<file path="src/rtl/fetch_unit.sv">
// -----------------------------------------------------------------------------
// fetch_unit
//   Instruction fetch stage. It issues one instruction-memory read per
//   instruction and holds the returned word until the execute stage consumes
//   it. When the word is consumed, it computes the next PC from the
//   control-unit selection.
//
// Optional feature (compile-time macro FETCH_ALIGN_CHECK_EN):
//   If the macro is defined, a misaligned next PC (bits [1:0] != 0) moves the
//   unit into a terminal FAULT state. The unit stays there until reset.
//   If the macro is undefined, a misaligned next PC is used unchanged and
//   fault is tied low.
//
// Parameters
//   ADDR_W        PC and address width in bits
//   RESET_PC      PC value loaded on reset
//
// Ports
//   clk           clock; all state changes on its rising edge
//   rst           synchronous, active-high reset
//   pc_src        next-PC select: 00 PC+4, 01 PC-relative, 10 register, 11 PC+4
//   branch_offset sign-extended word offset for PC-relative branches
//   reg_target    register value used as the register branch target
//   imem_req      instruction-memory read request
//   imem_addr     read address (the fetch PC)
//   imem_ack      read-data-valid strobe, honoured only while fetching
//   imem_rdata    instruction word returned by memory
//   instr         held instruction word
//   instr_valid   instr holds an instruction not yet consumed
//   instr_ready   execute stage consumes instr this cycle
//   pc            address of the instruction held in instr
//   fault         misaligned-PC fault flag
// -----------------------------------------------------------------------------
module fetch_unit #(
    parameter int unsigned           ADDR_W   = 64,
    parameter logic [ADDR_W-1:0]     RESET_PC = {ADDR_W{1'b0}}
) (
    input  logic              clk,
    input  logic              rst,
    input  logic [1:0]        pc_src,
    input  logic [ADDR_W-1:0] branch_offset,
    input  logic [ADDR_W-1:0] reg_target,
    output logic              imem_req,
    output logic [ADDR_W-1:0] imem_addr,
    input  logic              imem_ack,
    input  logic [31:0]       imem_rdata,
    output logic [31:0]       instr,
    output logic              instr_valid,
    input  logic              instr_ready,
    output logic [ADDR_W-1:0] pc,
    output logic              fault
);

    localparam logic [ADDR_W-1:0] PC_STEP = ADDR_W'(4'd4);

    typedef enum logic [1:0] {
        ST_IDLE  = 2'd0,
        ST_FETCH = 2'd1,
`ifdef FETCH_ALIGN_CHECK_EN
        ST_HOLD  = 2'd2,
        ST_FAULT = 2'd3
`else
        ST_HOLD  = 2'd2
`endif
    } fetch_state_t;

    // Next-PC selection. All arithmetic wraps modulo 2^ADDR_W.
    function automatic logic [ADDR_W-1:0] calc_next_pc(
        input logic [ADDR_W-1:0] cur_pc,
        input logic [1:0]        sel,
        input logic [ADDR_W-1:0] offset,
        input logic [ADDR_W-1:0] target
    );
        logic [ADDR_W-1:0] result;
        case (sel)
            2'b01:   result = cur_pc + (offset << 2'd2);
            2'b10:   result = target;
            default: result = cur_pc + PC_STEP;
        endcase
        return result;
    endfunction

    fetch_state_t      state_r;
    fetch_state_t      state_next_s;
    logic [ADDR_W-1:0] fetch_pc_r;      // PC of the read being (or about to be) issued
    logic [ADDR_W-1:0] next_pc_s;
    logic              capture_s;       // memory word lands in instr this edge
    logic              consume_s;       // execute stage takes instr this edge
    logic [31:0]       instr_r;
    logic [ADDR_W-1:0] pc_r;
    logic              instr_valid_r;
    logic              imem_req_r;

    // Next-state and handshake decode.
    always_comb begin
        state_next_s = state_r;
        capture_s    = 1'b0;
        consume_s    = 1'b0;
        next_pc_s    = calc_next_pc(fetch_pc_r, pc_src, branch_offset, reg_target);
        case (state_r)
            ST_IDLE: begin
                state_next_s = ST_FETCH;
            end
            ST_FETCH: begin
                if (imem_ack) begin
                    capture_s    = 1'b1;
                    state_next_s = ST_HOLD;
                end else begin
                    state_next_s = ST_FETCH;
                end
            end
            ST_HOLD: begin
                if (instr_ready) begin
                    consume_s = 1'b1;
`ifdef FETCH_ALIGN_CHECK_EN
                    if (next_pc_s[1:0] != 2'b00) begin
                        state_next_s = ST_FAULT;
                    end else begin
                        state_next_s = ST_FETCH;
                    end
`else
                    state_next_s = ST_FETCH;
`endif
                end else begin
                    state_next_s = ST_HOLD;
                end
            end
`ifdef FETCH_ALIGN_CHECK_EN
            ST_FAULT: begin
                state_next_s = ST_FAULT;
            end
`endif
            default: begin
                state_next_s = ST_IDLE;
            end
        endcase
    end

    // State, PC and instruction registers. The request strobe is registered
    // from the next state, so it is high exactly while the unit is in FETCH.
    always_ff @(posedge clk) begin
        if (rst) begin
            state_r       <= ST_IDLE;
            fetch_pc_r    <= RESET_PC;
            pc_r          <= RESET_PC;
            instr_r       <= 32'h0;
            instr_valid_r <= 1'b0;
            imem_req_r    <= 1'b0;
        end else begin
            state_r    <= state_next_s;
            imem_req_r <= (state_next_s == ST_FETCH);
            if (consume_s) begin
                fetch_pc_r <= next_pc_s;
            end
            if (capture_s) begin
                instr_r       <= imem_rdata;
                pc_r          <= fetch_pc_r;
                instr_valid_r <= 1'b1;
            end else if (consume_s) begin
                instr_valid_r <= 1'b0;
            end
        end
    end

`ifdef FETCH_ALIGN_CHECK_EN
    logic fault_r;

    // Fault flag. It is sticky until reset.
    always_ff @(posedge clk) begin
        if (rst) begin
            fault_r <= 1'b0;
        end else begin
            fault_r <= (state_next_s == ST_FAULT);
        end
    end

    assign fault = fault_r;
`else
    assign fault = 1'b0;
`endif

    assign imem_req    = imem_req_r;
    assign imem_addr   = fetch_pc_r;
    assign instr       = instr_r;
    assign instr_valid = instr_valid_r;
    assign pc          = pc_r;

endmodule

</file>
<file path="config.mk">
export PLATFORM = sky130hd
export DESIGN_NAME = fetch_unit
export DESIGN_NICKNAME = d
export VERILOG_FILES = /design/src/rtl/fetch_unit.sv
export SDC_FILE = /design/constraint.sdc
export NUM_CORES = 1
export LEC_CHECK = 0
export ABC_AREA = 1
export CORE_ASPECT_RATIO = 1.5
export CORE_MARGIN = 2
export CORE_UTILIZATION = 48
export DETAILED_ROUTE_END_ITERATION = 8
export GPL_TIMING_DRIVEN = 1
export MAX_ROUTING_LAYER = met4
export PLACE_DENSITY = 0.79
export SYNTH_ARGS = -nofsm -noshare
export SYNTH_HDL_FRONTEND = slang
export SYNTH_SLANG_ARGS = --single-unit
</file>
<file path="constraint.sdc">
create_clock -name clk -period 3.6 [get_ports clk]
set_input_delay 0.36 -clock clk [delete_from_list [all_inputs] [get_ports clk]]
set_output_delay 0.36 -clock clk [all_outputs]
set_load 0.03 [all_outputs]
</file>
==> reports/metrics.yaml, run 1 <==
outcome: "completed"
clk_path_buf_depth: 2
rows: 72
power_density_nw_per_um2: 285
met2_length_um: 24100
slew_violations: 0
postCtsSetupRepairBufs: 0
routed_wl_um: 46300
drtAntennaViolNets: 0
min_from: "instr_valid"
gr-total-overflow: 0
antenna_cells: 0
grt_pass1_wl_um: 73700
min_path_cells: 2
setup_viol: 0
cts_buffers: 17
fillers: 2365
syn-num-nets: 2408
synth-seq-cells: 164
synth_cell_types: 34
drc_errors: 0
postSynthCellCount: 2180
die_h_um: 201
regToRegEndpoint: "imem_addr[24]"
clock_skew_ns: 0.0121
fin_cells: 2896
rsz0062_at_grt: "false"
hpwl_um: 36600
yosysMostFrequentCell: "nand2_1"
synth.yosys.warnings: 0
nets: 2778
dieWidth_um: 135
pin_count: 329
synth_flop_cell: "dfxtp_1"
hold_violations: 0
crit-reg2reg-launch: "imem_addr[2]"
arrival_ns: 3.42
peakVddDrop_v: 0.000332
multi_input_area_um2: 7420
cts_resized: 0
synth_top_area_share_pct: 26.6
synth.yosys.seq_area_share_pct: 26.6
maxCapViolations: 0
path_cells: "clkdlybuf4s50_1 > inv_1 > nor2_1 > clkinv_1 > or2_2 > ha_1 > fa_1 > nand3_1 > nand3_2 > nand2_1 > nand2_1 > nand2_1 > nand3_2 > buf_4 > xor2_1 > o21ai_0 > a21oi_1"
slew-limit-headroom_pct: 34.0
initial_core_util_pct: 48.3
clock_latency_ns: 0.46
cpPeakStageDelay_ns: 0.46
vias_per_cell: 5.02
period_needed_ns: 3.11
async_reset_ff_share_pct: 0
min_period_over_period_pct: 86.4
placed_cells: 2864
yosysTopAreaCell: "dfxtp_1"
tightest_slew_ns: 0.989
cp_common_cell: "nand2_1"
worst_hold_path_type: "reg2reg"
syn-cell-area_um2: 12400
crit_type: "in2reg"
crit_path_max_fanout: 5
tns_ns: 0
drtIter0Drc: 761
synth_common_cells: "640 x nand2_1, 422 x nor2_1, 363 x inv_1"
cpMaxStageDelayCell: "clkdlybuf4s50_1"
endpoint_kind: "register"
htreeDepth: 4
port_buffers: 325
r2r_slack_ns: 1.05
met3RoutedLength_um: 2090
reg2reg_depth: 12
synth-edff-count: 0
avgSynthCellArea_um2: 5.67
design.core.area_um2: 25600
grt_pass1_vias: 14600
wl_per_cell_um: 16.0
vias: 14500
cts_root_buf: "clkbuf_16"
grt_start_max_net_pins: 103
max_freq_mhz: 321
synth.area.top_cells: "dfxtp_1 27%, nand2_1 19%, nor2_1 13%"
required_ns: 3.91
seqCellArea_um2: 3280
power.leakage_nw: 8.98
cts_tree: "built"
drive_gt1_share_pct: 8.54
antenna_found_initial: 0
drt-met1-wl_um: 17500
whs_endpoint: "instr_valid"
clkTransAtPathRegs_ns: 0.07
hold_buffers: 0
cts.sinks: 164
firstDrtPassIters: 5
area.growth.synth_to_final_pct: 38.6
place_congestion: 0.977
critPathLaunchType: "input port"
die-area_um2: 27100
highest_layer: "met4"
track_usage_pct: 35.5
## worst max path at each step
stage / from / endpoint / slack, ns / cells after the start
CTS: pc_src[0] / imem_addr[24] / 0.52 / 17
floorplan: pc_src[0] / imem_addr[42] / 0.98 / 18
global placement: pc_src[0] / imem_addr[47] / 0.09 / 22
finish: pc_src[0] / imem_addr[24] / 0.49 / 17
detailed placement: pc_src[0] / imem_addr[24] / 0.06 / 17
global route: pc_src[0] / imem_addr[47] / 0.28 / 22
## placed cells by master, fill, tap and decap left out, drive strengths merged, types with 3 or more instances in the layout
cell | synthesis | layout
buf | 7 | 98
clkinv | 2 | 6
nand2 | 660 | 660
nor2 | 447 | 447
clkbuf | 64 | 17
nor3 | 14 | 14
o21bai | 6 | 6
clkinvlp | 0 | 3
o21ai | 121 | 121
xnor2 | 11 | 11
clkdlybuf4s50 | 0 | 324
o211ai | 16 | 16
ha | 61 | 61
nand4 | 12 | 12
dfxtp | 164 | 164
a221oi | 6 | 6
inv | 374 | 382
xor2 | 17 | 17
nand3 | 77 | 77
a21oi | 116 | 116
## metal layers
metal,global-route usage [%],vias up
li1,-,7380
met1,37.1,6515
met2,63.9,487
met3,4.62,156
met4,18.8,0
met5,-,-
## flip-flops by register name, indices dropped and copies added (netlist names)
name and cells:
pc 64, instr 32, imem_req 1, state_r 2
imem_addr 64, instr_valid 1
## power by group
group | internal (mW) | switching, mW
sequential | 1.90 | 0.0525
clock | 0.941 | 0.949
combinational | 0.459 | 0.577
## layout make-up
cell class / count / share of cell area, %
Inverter: 376 / 8.23
Timing Repair Buffer: 422 / 23.4
Multi-Input combinational cell: 1569 / 43.3
Sequential cell: 164 / 19.2
Clock inverter: 15 / 1.04
Tap cell: 333 / 2.43
Clock buffer: 17 / 2.48
## metrics by stage
stage	utilization (%)	worst slack [ns]	hold slack (ns)	area [um^2]	total power, mW
6_report	67.0	0.488	0.464	17100	4.88
5_1_grt	67.0	0.281	0.488	17100	5.06
4_1_cts	67.0	0.523	0.463	17100	4.90
3_5_place_dp	64.7	0.0584	0.461	16500	3.03
3_3_place_gp	64.7	0.0928	0.447	16500	3.00
2_1_floorplan	-	0.976	0.495	12400	2.51
## cells by family after synthesis
family / after synthesis / synth area share (%)
buffers and inverters: 447 / 13.6
other: 1 / 0.0303
flip-flops: 164 / 26.6
adder cells (fa/ha/maj): 62 / 6.33
AO/OA/AOI/OAI: 265 / 11.4
XOR/XNOR: 28 / 1.98
AND/OR/NAND/NOR: 1213 / 40.0
## worst max-delay path: cells and delay by family
kind | cells | cell delay [ns]
buffers and inverters | 4 | 0.80
XOR/XNOR | 1 | 0.13
AO/OA/AOI/OAI | 2 | 0.25
AND/OR/NAND/NOR | 8 | 1.21
adder cells (fa/ha/maj) | 2 | 0.67
(Power assumes the default switching activity.)
==> run 2: changes to the inputs <==
CTS_CLUSTER_DIAMETER = 150   (was unset)
CTS_CLUSTER_SIZE = 12   (was unset)
SLEW_MARGIN = 5   (was unset)
==> results of run 2 <==
Same layout as run 1: the final DEF is identical, and so are final timing and power.
==> run 3: changes to the inputs <==
ABC_AREA = unset   (was 1)
CORE_UTILIZATION = 47   (was 48)
PLACE_DENSITY = 0.81   (was 0.79)
RECOVER_POWER = 25   (was unset)
==> run 3 against run 2 <==
Non-clock buffer count grew 135; combinational power fell by 19%; total power down 6.9%; count of clock-buffer cells in the layout grew 1; worst setup slack worse by 0.34 ns; register-to-register slack lost 0.71 ns; final area decreased by 8.2%; global-route usage is 0.49 points lower; critical endpoint is now imem_addr[47].
==> reports/metrics.yaml, run 3 <==
crit_type: "in2reg"
cts_buffers: 17
yosysTopAreaCell: "dfxtp_1"
reg2reg_depth: 15
drc_errors: 0
design.core.area_um2: 21100
drtAntennaViolNets: 0
initial_core_util_pct: 48.1
hold_buffers: 0
power.leakage_nw: 6.67
pin_count: 329
die-area_um2: 22800
hpwl_um: 29600
synth.yosys.seq_area_share_pct: 32.4
highest_layer: "met4"
hold_ws_ns: 0.358
seq_power_share_pct: 41.5
postSynthCellCount: 1381
dieWidth_um: 124
startpoint: "pc_src[1]"
clkPwrFrac_pct: 40.0
synth.yosys.warnings: 0
setup_viol: 0
syn-num-nets: 1609
r2r_slack_ns: 0.34
gr-total-overflow: 0
yosysMostFrequentCell: "nand2_1"
grt_pass1_vias: 12100
endpoint_kind: "register"
synth_common_cells: "313 x nand2_1, 195 x a21oi_1, 164 x dfxtp_1"
layout_common_cells: "313 x nand2_1, 273 x clkdlybuf4s50_1, 228 x buf_4"
place_congestion: 1.02
rsz0062_at_grt: "false"
port_buffers: 325
p_int_mw: 3.20
htreeDepth: 4
min_period_over_period_pct: 95.9
critPathLaunchType: "input port"
wl_per_cell_um: 18.2
tightest_slew_ns: 1.43
maxCapViolations: 0
crit_path_max_fanout: 7
cts_root_buf: "clkbuf_16"
vias_per_cell: 5.58
clk_path_buf_depth: 2
clock_latency_ns: 0.45
avgSynthCellArea_um2: 7.33
slew_violations: 0
drtIter0Drc: 697
period_needed_ns: 3.45
nets: 2082
required_ns: 3.98
vias: 11900
synth_top_area_share_pct: 32.4
worst_slack_ns: 0.148
p_comb_share_pct: 18.5
fin_cells: 2137
track_usage_pct: 35.0
cts.sinks: 164
antenna_found_initial: 2
met3RoutedLength_um: 1910
synth_flop_cell: "dfxtp_1"
p_sw_mw: 1.34
synth-edff-count: 0
hold_violations: 0
outcome: "completed"
die_h_um: 184
syn-cell-area_um2: 10100
clkTransAtPathRegs_ns: 0.07
async_reset_ff_share_pct: 0
clock_skew_ns: 0.00801
met2_length_um: 20600
grt_start_max_net_pins: 79
grt_pass1_wl_um: 60400
firstDrtPassIters: 7
placed_cells: 2101
drt-met1-wl_um: 14600
arrival_ns: 3.83
worst_hold_path_type: "in2reg"
peakVddDrop_v: 0.000335
final_common_cell: "nand2_1"
regToRegEndpoint: "imem_addr[56]"
power.total_mw: 4.55
crit_end: "imem_addr[47]"
drive_gt1_share_pct: 15.6
synth_cell_types: 69
rows: 65
dp_slack_ns: -0.622
routed_wl_um: 38900
cts_tree: "built"
synth.area.top_cells: "dfxtp_1 32%, nand2_1 12%, a21oi_1 9.6%"
switching_share_pct: 29.6
synth-seq-cells: 164
crit-reg2reg-launch: "imem_addr[2]"
fillers: 1640
slew-limit-headroom_pct: 4.71
area.growth.synth_to_final_pct: 55.4
power_density_nw_per_um2: 289
max_freq_mhz: 290
## run 3: power by group through the flow
stage | registers, mW | clock network, mW | logic (mW)
floorplan | 2.00 | 0 | 0.310
global placement | 1.93 | 0 | 0.821
detailed placement | 1.93 | 0 | 0.832
CTS | 1.89 | 1.85 | 0.840
global route | 1.89 | 1.92 | 0.900
finish | 1.89 | 1.82 | 0.840
## run 3: cell type report
type,instances,area (um^2),share of cell area [%]
well taps,268,335,2.13
multi-input cells,1105,6490,41.2
flip-flops and latches,164,3280,20.9
clock buffers,18,439,2.79
inverters,9,33.8,0.215
diodes,2,5.00,0.0318
clock inverters,14,143,0.906
repair buffers,557,5010,31.8
## run 3: kinds of logic after synthesis
logic type / after synthesis / synth area share, %
AO/OA/AOI/OAI: 426 / 26.1
XOR/XNOR: 52 / 4.50
adder cells (fa/ha/maj): 62 / 7.74
buffers and inverters: 113 / 4.29
flip-flops: 164 / 32.4
multiplexers: 2 / 0.198
other: 1 / 0.0370
AND/OR/NAND/NOR: 561 / 24.7
## run 3: routing by layer
metal	vias up	GRT usage [%]
met4	0	16.0
li1	5795	-
met2	442	63.3
met3	117	5.61
met5	-	-
met1	5566	36.4
## run 3: metrics by stage
stage / instance area (um^2) / utilization [%] / setup TNS (ns)
6_report: 15700 / 74.7 / 0
5_1_grt: 15700 / 74.7 / 0
4_1_cts: 15700 / 74.6 / 0
3_5_place_dp: 15100 / 71.7 / -14.96
3_3_place_gp: 15100 / 71.7 / -12.97
2_1_floorplan: 10100 / - / 0
## run 3: how the worst min path moves through the flow
stage          cells after the start             to  slack [ns]          start
2_1_floorplan                      2       instr[0]        0.50  imem_rdata[0]
3_3_place_gp                       2         pc[24]        0.44         pc[24]
3_5_place_dp                       2      instr[15]        0.45      instr[15]
4_1_cts                            2  imem_addr[37]        0.34            rst
5_1_grt                            2  imem_addr[41]        0.36            rst
6_report                           2  imem_addr[41]        0.36            rst
## run 3: repair_timing
item | CTS | global route
resized for setup | 8 | 8
endpoints found under the setup margin | 15 | 8
pin swaps | 4 | 1
cloned | 1 | 0
setup buffers | 0 | 1
## run 3: critical path, cell delays in order
cell           delay [ns]
dlygate4sd2_1        0.31
nor2b_4              0.24
buf_4                0.18
and2_1               0.15
ha_1                 0.27
buf_4                0.18
a211o_1              0.25
o221a_2              0.22
a311oi_1             0.27
buf_4                0.20
o31ai_4              0.08
a31o_2               0.26
a41oi_1              0.24
buf_4                0.17
xnor2_1              0.15
nand2_1              0.12
a31oi_1              0.16
